[config.mk]
export PLATFORM = sky130hd
export DESIGN_NAME = ula_multiciclo
export DESIGN_NICKNAME = d
export VERILOG_FILES = /design/src/rtl/ula_pkg.sv /design/src/rtl/mult_div_seq.sv /design/src/rtl/ula_multiciclo.sv
export SDC_FILE = /design/constraint.sdc
export NUM_CORES = 1
export LEC_CHECK = 0
export CORE_ASPECT_RATIO = 0.5
export CORE_MARGIN = 2
export CORE_UTILIZATION = 30
export CTS_BUF_LIST = sky130_fd_sc_hd__clkbuf_8
export DETAILED_ROUTE_END_ITERATION = 7
export SYNTH_ARGS = -nofsm -noshare
export SYNTH_HDL_FRONTEND = slang
export SYNTH_SLANG_ARGS = --single-unit
[constraint.sdc]
create_clock -name clock -period 10.5 [get_ports clock]
set_clock_uncertainty 0.2 [all_clocks]
set_input_delay 3.15 -clock clock [delete_from_list [all_inputs] [get_ports clock]]
set_output_delay 3.15 -clock clock [all_outputs]
set_load 0.1 [all_outputs]
[src/rtl/ula_pkg.sv]
// Shared opcode encodings and FSM state type for the multi-cycle ALU.
package ula_pkg;

    localparam logic [5:0] OP_ADD  = 6'b000000;
    localparam logic [5:0] OP_SUB  = 6'b000001;
    localparam logic [5:0] OP_MULT = 6'b000010;
    localparam logic [5:0] OP_DIV  = 6'b000011;
    localparam logic [5:0] OP_OR   = 6'b000100;
    localparam logic [5:0] OP_AND  = 6'b000101;
    localparam logic [5:0] OP_NOT  = 6'b000110;
    localparam logic [5:0] OP_SLT  = 6'b000111;
    localparam logic [5:0] OP_XOR  = 6'b001000;
    localparam logic [5:0] OP_NOR  = 6'b001001;
    localparam logic [5:0] OP_XNOR = 6'b001010;
    localparam logic [5:0] OP_JAL  = 6'b100000;
    localparam logic [5:0] OP_BEQ  = 6'b100001;
    localparam logic [5:0] OP_BNE  = 6'b100011;
    localparam logic [5:0] OP_SLE  = 6'b100100;
    localparam logic [5:0] OP_SGE  = 6'b100101;

    typedef enum logic [1:0] {
        OCIOSO = 2'd0,
        MULT   = 2'd1,
        DIV    = 2'd2
    } estado_t;

endpackage

[src/rtl/mult_div_seq.sv]
// Iterative datapath: shift-add multiply and restoring divide, one step per clock.
// o_passo is the value the next step will produce, so the caller can capture it on the final edge.
module mult_div_seq #(
    parameter int WIDTH = 32
) (
    input  logic             clock,
    input  logic             reset,
    input  logic             i_carregar,
    input  logic             i_modo_div,
    input  logic [WIDTH-1:0] i_a,
    input  logic [WIDTH-1:0] i_b,
    output logic [WIDTH-1:0] o_passo,
    output logic             o_ultimo
);

    localparam int CW = $clog2(WIDTH + 1);

    logic [WIDTH-1:0] r_acc, r_mcando, r_mcador;
    logic [WIDTH-1:0] r_resto, r_quoc, r_divisor;
    logic             r_modo_div;
    logic [CW-1:0]    r_cont;

    logic [WIDTH-1:0] w_acc_prox;
    logic [WIDTH:0]   w_resto_desl, w_dif;
    logic             w_cabe;
    logic [WIDTH-1:0] w_quoc_prox, w_resto_prox;

    assign w_acc_prox   = r_mcador[0] ? r_acc + r_mcando : r_acc;
    // A non-negative trial difference fits in WIDTH bits, so its top bit is the borrow.
    assign w_resto_desl = {r_resto, r_quoc[WIDTH-1]};
    assign w_dif        = w_resto_desl - {1'b0, r_divisor};
    assign w_cabe       = ~w_dif[WIDTH];
    assign w_quoc_prox  = {r_quoc[WIDTH-2:0], w_cabe};
    assign w_resto_prox = w_cabe ? w_dif[WIDTH-1:0] : w_resto_desl[WIDTH-1:0];

    assign o_passo  = r_modo_div ? w_quoc_prox : w_acc_prox;
    assign o_ultimo = (r_cont == CW'(1));

    always_ff @(posedge clock or posedge reset) begin
        if (reset) begin
            r_acc      <= '0;
            r_mcando   <= '0;
            r_mcador   <= '0;
            r_resto    <= '0;
            r_quoc     <= '0;
            r_divisor  <= '0;
            r_modo_div <= 1'b0;
            r_cont     <= '0;
        end else if (i_carregar) begin
            r_acc      <= '0;
            r_mcando   <= i_a;
            r_mcador   <= i_b;
            r_resto    <= '0;
            r_quoc     <= i_a;
            r_divisor  <= i_b;
            r_modo_div <= i_modo_div;
            r_cont     <= CW'(WIDTH);
        end else if (r_cont != '0) begin
            r_cont <= r_cont - CW'(1);
            if (r_modo_div) begin
                r_resto <= w_resto_prox;
                r_quoc  <= w_quoc_prox;
            end else begin
                r_acc    <= w_acc_prox;
                r_mcando <= r_mcando << 1;
                r_mcador <= r_mcador >> 1;
            end
        end
    end

endmodule

[src/rtl/ula_multiciclo.sv]
// Multi-cycle ALU: single-cycle ops complete in one edge, mult/div iterate WIDTH edges.
// state  | meaning
// OCIOSO | idle, accepts iniciar; single-cycle ops and divide-by-zero finish here
// MULT   | shift-add multiply iterating
// DIV    | restoring divide iterating
module ula_multiciclo
    import ula_pkg::*;
#(
    parameter int WIDTH = 32
) (
    input  logic             clock,
    input  logic             reset,
    input  logic             iniciar,
    input  logic [5:0]       ALU_Ctrl,
    input  logic [WIDTH-1:0] dados1,
    input  logic [WIDTH-1:0] dados2,
    output logic [WIDTH-1:0] resultado,
    output logic             zero,
    output logic             ocupado,
    output logic             pronto,
    output logic             erro_div
);

    estado_t          r_estado, w_prox;
    logic [WIDTH-1:0] r_resultado;
    logic             r_pronto, r_erro_div;

    logic [WIDTH-1:0] w_simples, w_passo, w_valor;
    logic             w_ultimo, w_carregar, w_modo_div, w_grava, w_aceita, w_erro;

    mult_div_seq #(.WIDTH(WIDTH)) u_seq (
        .clock      (clock),
        .reset      (reset),
        .i_carregar (w_carregar),
        .i_modo_div (w_modo_div),
        .i_a        (dados1),
        .i_b        (dados2),
        .o_passo    (w_passo),
        .o_ultimo   (w_ultimo)
    );

    always_comb begin
        w_simples = '0;
        case (ALU_Ctrl)
            OP_ADD:  w_simples = dados1 + dados2;
            OP_SUB:  w_simples = dados1 - dados2;
            OP_OR:   w_simples = dados1 | dados2;
            OP_AND:  w_simples = dados1 & dados2;
            OP_NOT:  w_simples = ~dados1;
            OP_XOR:  w_simples = dados1 ^ dados2;
            OP_NOR:  w_simples = ~(dados1 | dados2);
            OP_XNOR: w_simples = ~(dados1 ^ dados2);
            OP_SLT:  w_simples = WIDTH'(dados1 < dados2);
            OP_BEQ:  w_simples = WIDTH'(dados1 != dados2);
            OP_BNE:  w_simples = WIDTH'(dados1 == dados2);
            OP_SLE:  w_simples = WIDTH'(dados1 <= dados2);
            OP_SGE:  w_simples = WIDTH'(dados1 >= dados2);
            default: w_simples = '0;
        endcase
    end

    always_comb begin
        w_prox     = r_estado;
        w_carregar = 1'b0;
        w_modo_div = 1'b0;
        w_grava    = 1'b0;
        w_valor    = '0;
        w_aceita   = 1'b0;
        w_erro     = 1'b0;
        case (r_estado)
            OCIOSO: begin
                if (iniciar) begin
                    w_aceita = 1'b1;
                    if (ALU_Ctrl == OP_MULT) begin
                        w_carregar = 1'b1;
                        w_prox     = MULT;
                    end else if (ALU_Ctrl == OP_DIV) begin
                        if (dados2 == '0) begin
                            w_grava = 1'b1;
                            w_valor = '1;
                            w_erro  = 1'b1;
                        end else begin
                            w_carregar = 1'b1;
                            w_modo_div = 1'b1;
                            w_prox     = DIV;
                        end
                    end else begin
                        w_grava = 1'b1;
                        w_valor = w_simples;
                    end
                end
            end
            MULT, DIV: begin
                if (w_ultimo) begin
                    w_grava = 1'b1;
                    w_valor = w_passo;
                    w_prox  = OCIOSO;
                end
            end
            default: w_prox = OCIOSO;
        endcase
    end

    always_ff @(posedge clock or posedge reset) begin
        if (reset) begin
            r_estado    <= OCIOSO;
            r_resultado <= '0;
            r_pronto    <= 1'b0;
            r_erro_div  <= 1'b0;
        end else begin
            r_estado <= w_prox;
            r_pronto <= w_grava;
            if (w_grava)
                r_resultado <= w_valor;
            if (w_aceita)
                r_erro_div <= w_erro;
        end
    end

    assign resultado = r_resultado;
    assign zero      = (r_resultado == '0);
    assign ocupado   = (r_estado != OCIOSO);
    assign pronto    = r_pronto;
    assign erro_div  = r_erro_div;

endmodule

* Word level (Yosys, flattened, before mapping)
Index checks and enable logic that the tools add are counted.
Word-level totals: word-level logic and storage cells 116, bits in registers 235, output and inout bits 36
Operators by class: multiplexer cells 53, eq/ne operators 24, add/sub/neg operators 5, bitwise operators 7, $lt $le $gt $ge 3, reductions and logical operators 12
Operator list (number):
- 32-bit 2-to-1 mux | 23
- 32-bit one-hot mux with 13 select lines | 1
- 32-bit inverter | 3
- 32-bit adder | 2
- 32-bit zero test | 2
- 32-bit one-hot mux with 2 select lines | 1
- 33-bit by 32-bit subtractor with 33-bit output | 1
- 32-bit bitwise AND | 1
- 32-bit equality test | 1
- 32-bit >= comparator | 1
- 32-bit less-or-equal comparator | 1
- 32-bit less-than comparator | 1
- 32-bit != test | 1
- 32-bit bitwise OR | 1
- 32-bit subtractor | 1
- 32-bit bitwise XOR | 1
- 6-bit by 3-bit equality test with 1-bit output (second input constant) | 4
- 6-bit equality test (second input constant) | 4
- 1-bit 2-to-1 mux | 19
- 6-bit by 4-bit equality test with 1-bit output (second input constant) | 3
- 6-bit by 1-bit equality test with 1-bit output (second input constant) | 2
- 6-bit by 2-bit equality test with 1-bit output (second input constant) | 2
- 6-bit 2-to-1 mux | 2
- 2-bit 2-to-1 mux | 5
- 16 further kinds | 21

* Depth between registers and ports, before layout
Gate-level depths: netlist of the first run.
word-level depth 8, gate-level depth with buffers 15

* By module
A second synthesis of the first run with hierarchy kept.
Unflattened totals: cells, all modules 2544, area, all modules 20338.3 µm²
By module, submodules not included:
- mult_div_seq | area each 12393.1 µm², instances 1, cells each 1412
- ula_multiciclo | area each 7945.1 µm², instances 1, cells each 1132

* Worst setup path after synthesis of the first run
Ideal clock, no wire load.
path kind in2reg, start point in dados1[0], end point reg r_resultado[26] (netlist: resultado[26]), data required time 10165 ps, stages 12, path slack 4569 ps, arrival 5596 ps, path through inv_1 ha_1 fa_1 o21bai_1 a2111oi_0 o21ai_0 nand4_1 a31oi_1 o21ai_0 mux2_2 a221oi_1 o22ai_1
Between the ends: cells in the longest elaborated chain, start to end 6, elaborated cells between the ends (all ways) 7, those cells by class add/sub: 2; mux: 5
Ends and longest elaborated chain:
- start: declaration | RTL line ula_multiciclo.sv:15 | input logic [WIDTH-1:0] dados1,
- 32-bit subtractor or 32-bit adder (tied branches) | RTL line ula_multiciclo.sv:46, ula_multiciclo.sv:45
- 32-bit one-hot mux with 13 select lines * | RTL line ula_multiciclo.sv:44 | case (ALU_Ctrl)
- 32-bit 2-to-1 mux * | RTL line ula_multiciclo.sv:77 | end else if (ALU_Ctrl == OP_DIV) begin
- 32-bit 2-to-1 mux * | RTL line ula_multiciclo.sv:74 | if (ALU_Ctrl == OP_MULT) begin
- 32-bit 2-to-1 mux * | RTL line ula_multiciclo.sv:72 | if (iniciar) begin
- 32-bit one-hot mux with 2 select lines * | RTL line ula_multiciclo.sv:70 | case (r_estado)
- end signal: assignment | RTL line ula_multiciclo.sv:114 | r_resultado <= w_valor;
- end: declaration | RTL line ula_multiciclo.sv:25 | logic [WIDTH-1:0] r_resultado;
Mark *: on every way between the ends. The rest lies on a longest branch, timed or not. A chain may end at the register's enable or synchronous reset.

* Worst setup path after layout of the first run
start point in dados2[1], end point reg r_resultado[31] (netlist: resultado[31])
Between the ends: cells in the longest elaborated chain, start to end 6, elaborated cells between the ends (all ways) 14, those cells by class add/sub: 2; mux: 11; reduce/logical: 1
Ends and longest elaborated chain:
- start: declaration | RTL line ula_multiciclo.sv:16 | input logic [WIDTH-1:0] dados2,
- 32-bit subtractor (tied with other cells) | RTL line ula_multiciclo.sv:46 | OP_SUB: w_simples = dados1 - dados2;
- 32-bit one-hot mux with 13 select lines (tied with other cells) | RTL line ula_multiciclo.sv:44
- 32-bit 2-to-1 mux or 1-bit 2-to-1 mux (tied branches) | RTL line ula_multiciclo.sv:77
- 32-bit 2-to-1 mux or 1-bit 2-to-1 mux (tied branches) | RTL line ula_multiciclo.sv:74
- 32-bit 2-to-1 mux or 1-bit 2-to-1 mux (tied branches) | RTL line ula_multiciclo.sv:72
- 32-bit one-hot mux with 2 select lines or 1-bit one-hot mux with 2 select lines (tied branches) | RTL line ula_multiciclo.sv:70
Parallel ways exist; a longest one is shown, timed or not.

==> results by group, run 1 <==
Synthesis
  – Synthesis-stage register bit count: 235
  – Cell count after synthesis: 2,531
  – Netlist cell types: 94
  – Post-synth top flop: dfrtp_1
  – Post-synth EDFFs: 0
  – Yosys warns: 0
  – Mapped Avg Cell Area: 7.936 um^2
  – Syn nets: roughly 2,800
  – Mapped cell area: 0.02009 mm^2
  – Ys async rst share: 1.000
  – Sequential fraction of the synthesis area: 0.2928

Pwr
  – P per Cell Area: 283.8 mW/mm^2
  – Sequential share of power: 0.265
  – Maximum VDD drop: approximately 0.16 mV
  – NetSw: between 3 and 4 mW
  – Total power: between 6 and 7 mW
  – Static Leak: 9.879 nW
  – Sw Share: 0.4923
  – Combinational Power Share: 0.604
  – Internal cell power: 3.277 mW
  – Clock power frac: 0.132

Floorplan
  – Row cnt: 67
  – Die area: about 0.069 mm^2
  – Die H: 187.0 um
  – Initial core utilization: 0.3018
  – Die W: 369.9 um
  – Placeable Area: 0.06656 mm^2
  – IO Pins: 109

Worst hold path
  – HP Class: reg2reg

Global routing
  – Largest net degree at the start of global routing: 162
  – Grt ovf: 0
  – Met1 GRT Util: 0.2766
  – Global Route met2 Usage: 0.3464
  – Vias in the first global route: roughly 19,000
  – First-pass GRT wire length: 115.5 mm
  – M3 GR Usage: 0.02795
  – Busiest grt layer: met2
  – Initial antenna violation count: 3
  – Global Route Usage Sum: 0.2119

Critical path
  – Worst Path Required: 10.75 ns
  – Crit-path slowest cell: nor4_1
  – WS Path Type: in2reg
  – Critical Path AT: between 7 and 8 ns
  – Slowest stage delay, CP: 0.84 ns
  – Worst-path fanout max: 19
  – Critical Path End Type: flip-flop
  – Nature of the critical path startpoint: input port
  – Cells along the critical path: clkdlybuf4s50_1 > nor4_1 > nand4_1 > o21a_1 > nor2_1 > buf_4 > nor2_2 > buf_4 > inv_1 > nand4_1 > o21ai_0 > and4_1 > o31ai_1

CTS
  – Root Buffer: clkbuf_8
  – CTS clk-pin slew, worst paths: 0.06 ns
  – Hold buffer count at CTS: 0
  – H-tree Lvls: 2
  – TritonCTS clock tree: yes
  – Sink Count: 235
  – Resize count post-CTS: 0
  – Postcts setup bufs: 0
  – Clock buffer count from CTS: 40
  – Clk Latency, worst-skew pair: 0.63 ns
  – Clock tree buffer depth: 3

Place
  – Post-DP Area: 0.02197 mm^2
  – IO buf count: 108
  – Detail Placement HPWL: 54.73 mm
  – RD Place Congestion: 0.9793

STA
  – Fin. Hold Viols: 0
  – Final setup viols: 0
  – Relative max-transition margin: 0.2714
  – Fmax achieved: 140.5 MHz
  – Fin crit share: 0.6778
  – Worst-Margin Slew: 1.090 ns
  – Final slew viol count: 0
  – Min Tclk post-route: 7.117 ns
  – Setup TNS: 0 ns
  – RSZ-0062 raised after global routing: false
  – Worst Hold Margin: 0.3151 ns

Drt
  – Wire per inst: 21.45 um
  – Router iterations before antenna repair: 6
  – Post-Route WL: 74.74 mm
  – 1st-iter DRT viols: 1,558
  – Via count: around 20,000
  – Via/cell ratio: 5.657
  – ANT nets after route: 0
  – Remaining DRCs: 0

Final layout
  – Design area: 0.02274 mm^2
  – FILL cells: about 7,000
  – Nets: ~2,800
  – Area growth syn-to-layout: 13.23%
  – Layout cell share with drive strength beyond 1: 0.05493

Outcome
  – Status: finished, final reports clean

Run
  – Max cap viols: 0
metal layers:
layer / part of all wire / wire length [um] / vias to the layer above
li1: - / - / 9264
met1: 0.44 / 32840 / 9643
met2: 0.46 / 34480 / 639
met3: 0.050 / 3758 / 162
met4: 0.049 / 3645 / 2
met5: 0.00013 / 10 / -
cells in the mapped netlist (46+ instances only):
library cell	count	area, um^2
nand3_1	54	270.3
nor3_1	46	230.2
inv_1	148	555.5
clkbuf_1	96	360.4
nor2_1	217	814.5
a211oi_1	57	427.9
mux2i_1	78	780.8
ha_1	178	2227
nand2_1	317	1190
dfrtp_1	235	5881
a21oi_1	194	970.9
o21ai_0	191	955.9
a31oi_1	91	569.3
flip-flops by register name, indices dropped and copies added, names as in the netlist:
signal	count
u_seq.r_mcando	32
u_seq.r_resto	32
u_seq.r_divisor	32
resultado	32
u_seq.r_mcador	32
u_seq.r_quoc	32
pronto	1
u_seq.r_cont	6
erro_div	1
u_seq.r_modo_div	1
r_estado	2
u_seq.r_acc	32
critical path: cells and delay by family:
family	cells	cell delay, ns
buffers and inverters	4	1.59
AO/OA/AOI/OAI	3	0.63
AND/OR/NAND/NOR	6	1.97
cell usage in the layout (no fill, tap or decap), drive strengths merged, types with 14 or more instances in the layout:
master and n:
nand2 317, dfrtp 235, nor2 220, o21ai 198
a21oi 196, ha 178, inv 164, clkdlybuf4s50 108
a31oi 92, mux2i 78, a211oi 59, nand3 55
clkbuf 48, nor3 47, a21o 42, xnor2 38
nor4 38, o211ai 35, buf 32, xor2 25
nand2b 23, o22ai 23, nor2b 22, nand4 19
o21bai 19, a221o 17, and3 16, o2111ai 14
power by group through the flow:
stage | Combinational [mW] | Sequential (mW) | Clock, mW
5_1_grt | 4.30 | 1.75 | 0.910
3_5_place_dp | 3.86 | 1.72 | 0
2_1_floorplan | 2.65 | 1.97 | 0
6_report | 3.90 | 1.71 | 0.852
3_3_place_gp | 3.81 | 1.71 | 0
4_1_cts | 3.88 | 1.70 | 0.871
worst paths after layout:
| path | from | to | slack (ns) | cells after the start |
|---|---|---|---|---|
| max in group asynchronous | reset | u_seq.r_acc[19] | 6.02 | 3 |
| min | u_seq.r_divisor[0] | u_seq.r_divisor[0] | 0.32 | 2 |
| min in group asynchronous | reset | u_seq.r_mcador[3] | 2.82 | 2 |
| min reg2reg | u_seq.r_divisor[0] | u_seq.r_divisor[0] | 0.32 | 2 |
| max reg2reg | u_seq.r_quoc[31] | resultado[0] | 5.92 | 13 |
| max | dados2[1] | resultado[31] | 3.38 | 13 |
cell families after synthesis:
logic type	Yosys count	synth area share
simple gates	817	0.1861
xor+xnor	63	0.02747
flops	235	0.2928
mux	83	0.04167
compound gates	849	0.2764
fa+ha+maj	182	0.1149
buf+inv	302	0.06079
cell type report:
type                       instances  area (um^2)  share of cell area
tap                              897         1122             0.04935
sequential                       235         5882              0.2586
timing repair buffer             140         1344             0.05908
multi-input combinational       1994        13050              0.5737
clock inverter                    18        111.4            0.004896
clock buffer                      48        660.6             0.02905
antenna                            2        5.005           0.0002200
inverter                         150        570.5             0.02509
per-stage QoR:
step / worst slack, ns / util / instances
2_1_floorplan: 0.7037 / - / 2531
3_3_place_gp: 2.831 / 0.3299 / 3415
3_5_place_dp: 2.888 / 0.3300 / 3416
4_1_cts: 3.518 / 0.3416 / 3482
5_1_grt: 3.295 / 0.3417 / 3484
6_report: 3.383 / 0.3417 / 3484
(Power assumes the default switching activity.)
==> run 2: changes to the inputs <==
- clock period: 10.5 -> 7.3 ns (I/O delays scaled with it)
==> run 2 against run 1 <==
Net effect:
- final cell count up 1.1%
- core utilization up 0.52 points
- first-iteration DRC count up 24%
- critical path depth down 1
- global-route usage up 1.3 points
- hold slack worse by 0.020 ns
- setup slack worse by 2.4 ns
- sequential share of layout area down 0.39 points
- via count up 2.2%
- combinational power up 45%
==> results by group, run 2 (synthesized netlist as in run 1, its figures left out) <==
Outcome
  – Status: finished, final reports clean

Global routing
  – Grt ovf: 0 (unchanged)
  – First-pass GRT wire length: 120.8 mm (+4.6%)
  – Global Route Usage Sum: 0.2244 (+0.01251)
  – Largest net degree at the start of global routing: 119 (-27%)
  – Initial antenna violation count: 1 (-2)
  – Vias in the first global route: 19,260 (+0.62%)

Place
  – Dpl cells: 3,446 (+0.88%)
  – IO buf count: 108 (unchanged)
  – RD Place Congestion: 1.021 (+4.2%)
  – Detail Placement HPWL: 59.87 mm (+9.4%)

Final layout
  – Fin cells: 3,521 (+1.1%)
  – Commonest non-fill, non-tap cell in the layout: nand2_1
  – Commonest cells after routing, fill and taps aside: 317 x nand2_1, 234 x dfrtp_1, 213 x nor2_1
  – Area growth syn-to-layout: 14.97%
  – Layout cell share with drive strength beyond 1: 0.07015 (+0.01522)
  – FILL cells: 7,012 (-0.043%)
  – Nets: 2,848 (+1.1%)

Floorplan
  – IO Pins: 109 (unchanged)
  – Die area: 0.06917 mm^2 (unchanged)
  – Die H: 187.0 um (unchanged)
  – Placeable Area: 0.06656 mm^2 (unchanged)
  – Die W: 369.9 um (unchanged)
  – Initial core utilization: 0.3018 (unchanged)
  – Row cnt: 67 (unchanged)

STA
  – Final slew viol count: 0 (unchanged)
  – Min Tclk post-route: 6.365 ns
  – Setup TNS: 0 ns (unchanged)
  – RSZ-0062 raised after global routing: false
  – Worst-Margin Slew: 1.336 ns (+0.2456 ns)
  – Final setup viols: 0 (unchanged)
  – Relative max-transition margin: 0.08650 (-0.1849)
  – Fin. Hold Viols: 0 (unchanged)
  – Fmax achieved: between 150 and 200 MHz
  – Fin crit share: 0.8719

Pwr
  – Combinational Power Share: 0.597 (-0.007)
  – Static Leak: 10.07 nW (+2.0%)
  – Clock power frac: 0.145 (+0.013)
  – P per Cell Area: 410.2 mW/mm^2 (+45%)
  – Internal cell power: 4.853 mW (+48%)
  – NetSw: 4.619 mW (+45%)
  – Sw Share: 0.4876 (-0.004715)
  – Sequential share of power: 0.257 (-0.008)
  – Maximum VDD drop: 0.2066 mV (+28%)

Critical path
  – CP most frequent cell: o21ai_0
  – Worst reg2reg endpoint: u_seq.r_resto[19]
  – Critical Path End Type: flip-flop
  – Reg2reg start: u_seq.r_quoc[31]
  – Critical Path AT: 6.61 ns (-0.75 ns)
  – Nature of the critical path startpoint: input port
  – Worst Path Required: 7.54 ns (-3.21 ns)
  – Worst-path fanout max: 9 (-10)
  – WS Path Type: in2reg
  – Reg2Reg Depth: 13 (unchanged)
  – Cells along the critical path: clkdlybuf4s50_1 > inv_1 > ha_1 > nor2_1 > a2111oi_0 > o21ai_0 > nand4_1 > a31oi_1 > o21ai_0 > mux2_2 > a221oi_1 > o22ai_1
  – Flop2flop setup slack: 2.76 ns (-3.16 ns)
  – Crit-path slowest cell: clkdlybuf4s50_1
  – CP bufs+invs: 2 (-2)
  – CP delay by family, top: compound AO/OA/AOI/OAI gates
  – Slowest stage delay, CP: 0.72 ns (-0.12 ns)

Drt
  – Remaining DRCs: 0 (unchanged)
  – Router iterations before antenna repair: 6 (unchanged)
  – Post-Route WL: 79.70 mm (+6.6%)
  – Via count: 20,141 (+2.2%)
  – 1st-iter DRT viols: 1,932 (+24%)
  – ANT nets after route: 0 (unchanged)
  – Wire per inst: 22.64 um (+5.5%)
  – Via/cell ratio: 5.720 (+1.1%)

Worst hold path
  – Worst hold path stage count: 2 (unchanged)
  – Hold wc startpoint: u_seq.r_divisor[0]
  – Hold Path Sink: u_seq.r_divisor[0]
  – HP Class: reg2reg

CTS
  – Clock buffer count from CTS: 42 (+5.0%)
  – CTS clk-pin slew, worst paths: 0.06 ns (about the same)
  – TritonCTS clock tree: yes
  – Hold buffer count at CTS: 0 (unchanged)
  – Clk Latency, worst-skew pair: 0.60 ns (-0.03 ns)
  – Clock tree buffer depth: 3 (unchanged)
  – Postcts setup bufs: 0 (unchanged)
  – H-tree Lvls: 2 (unchanged)
  – Root Buffer: clkbuf_8
  – Sink Count: 235 (unchanged)
  – Resize count post-CTS: 0 (unchanged)

Run
  – Max cap viols: 0 (unchanged)
run 2: area by class of cell:
type / count / area (um^2) / area share
Clock inverter: 22 / 182.7 / 0.007910
Inverter: 150 / 566.8 / 0.02454
Tap cell: 897 / 1122 / 0.04860
Antenna cell: 1 / 2.502 / 0.0001084
Clock buffer: 52 / 715.7 / 0.03099
Multi-Input combinational cell: 1994 / 13040 / 0.5646
Sequential cell: 235 / 5882 / 0.2547
Timing Repair Buffer: 170 / 1584 / 0.06859
run 2: tightest hold or removal path, cell delays in order (launching register included):
cell and delay, ns:
dfrtp_1 0.35, nand2_1 0.06, nand2_1 0.06
run 2: power groups by stage:
stage | Combinational [mW] | Sequential [mW] | Clock [mW]
floorplan | 3.81 | 2.84 | 0
global placement | 5.52 | 2.44 | 0
detailed placement | 5.60 | 2.45 | 0
CTS | 5.63 | 2.43 | 1.40
global route | 6.20 | 2.50 | 1.47
finish | 5.66 | 2.43 | 1.38
run 2: worst max path at each step:
stage	startpoint	end	slack [ns]	cells after the start
final	dados2[3]	resultado[26]	0.94	12
after global routing	dados2[3]	resultado[26]	0.73	12
after detailed placement	dados2[3]	resultado[0]	0.42	13
after floorplan	reset	erro_div	1.83	1
after CTS	dados2[3]	resultado[26]	1.05	12
after global placement	dados2[3]	resultado[0]	0.41	13
run 2: through the flow:
step | hold WS, ns | cell area, um^2 | total power, mW | setup WS, ns | utilization
global placement | 0.2753 | 22190 | 7.968 | 0.4090 | 0.3334
global route | 0.3383 | 23090 | 10.17 | 0.7251 | 0.3469
finish | 0.2950 | 23090 | 9.472 | 0.9354 | 0.3469
detailed placement | 0.2832 | 22190 | 8.047 | 0.4239 | 0.3334
floorplan | 0.2524 | 20090 | 6.644 | 1.832 | -
CTS | 0.2988 | 23090 | 9.466 | 1.046 | 0.3469
run 2: routing by layer:
layer	GRT usage	routed length [um]
met5	0	0
met1	0.2966	34690
met4	0.1068	4111
met2	0.3582	36110
met3	0.03499	4789
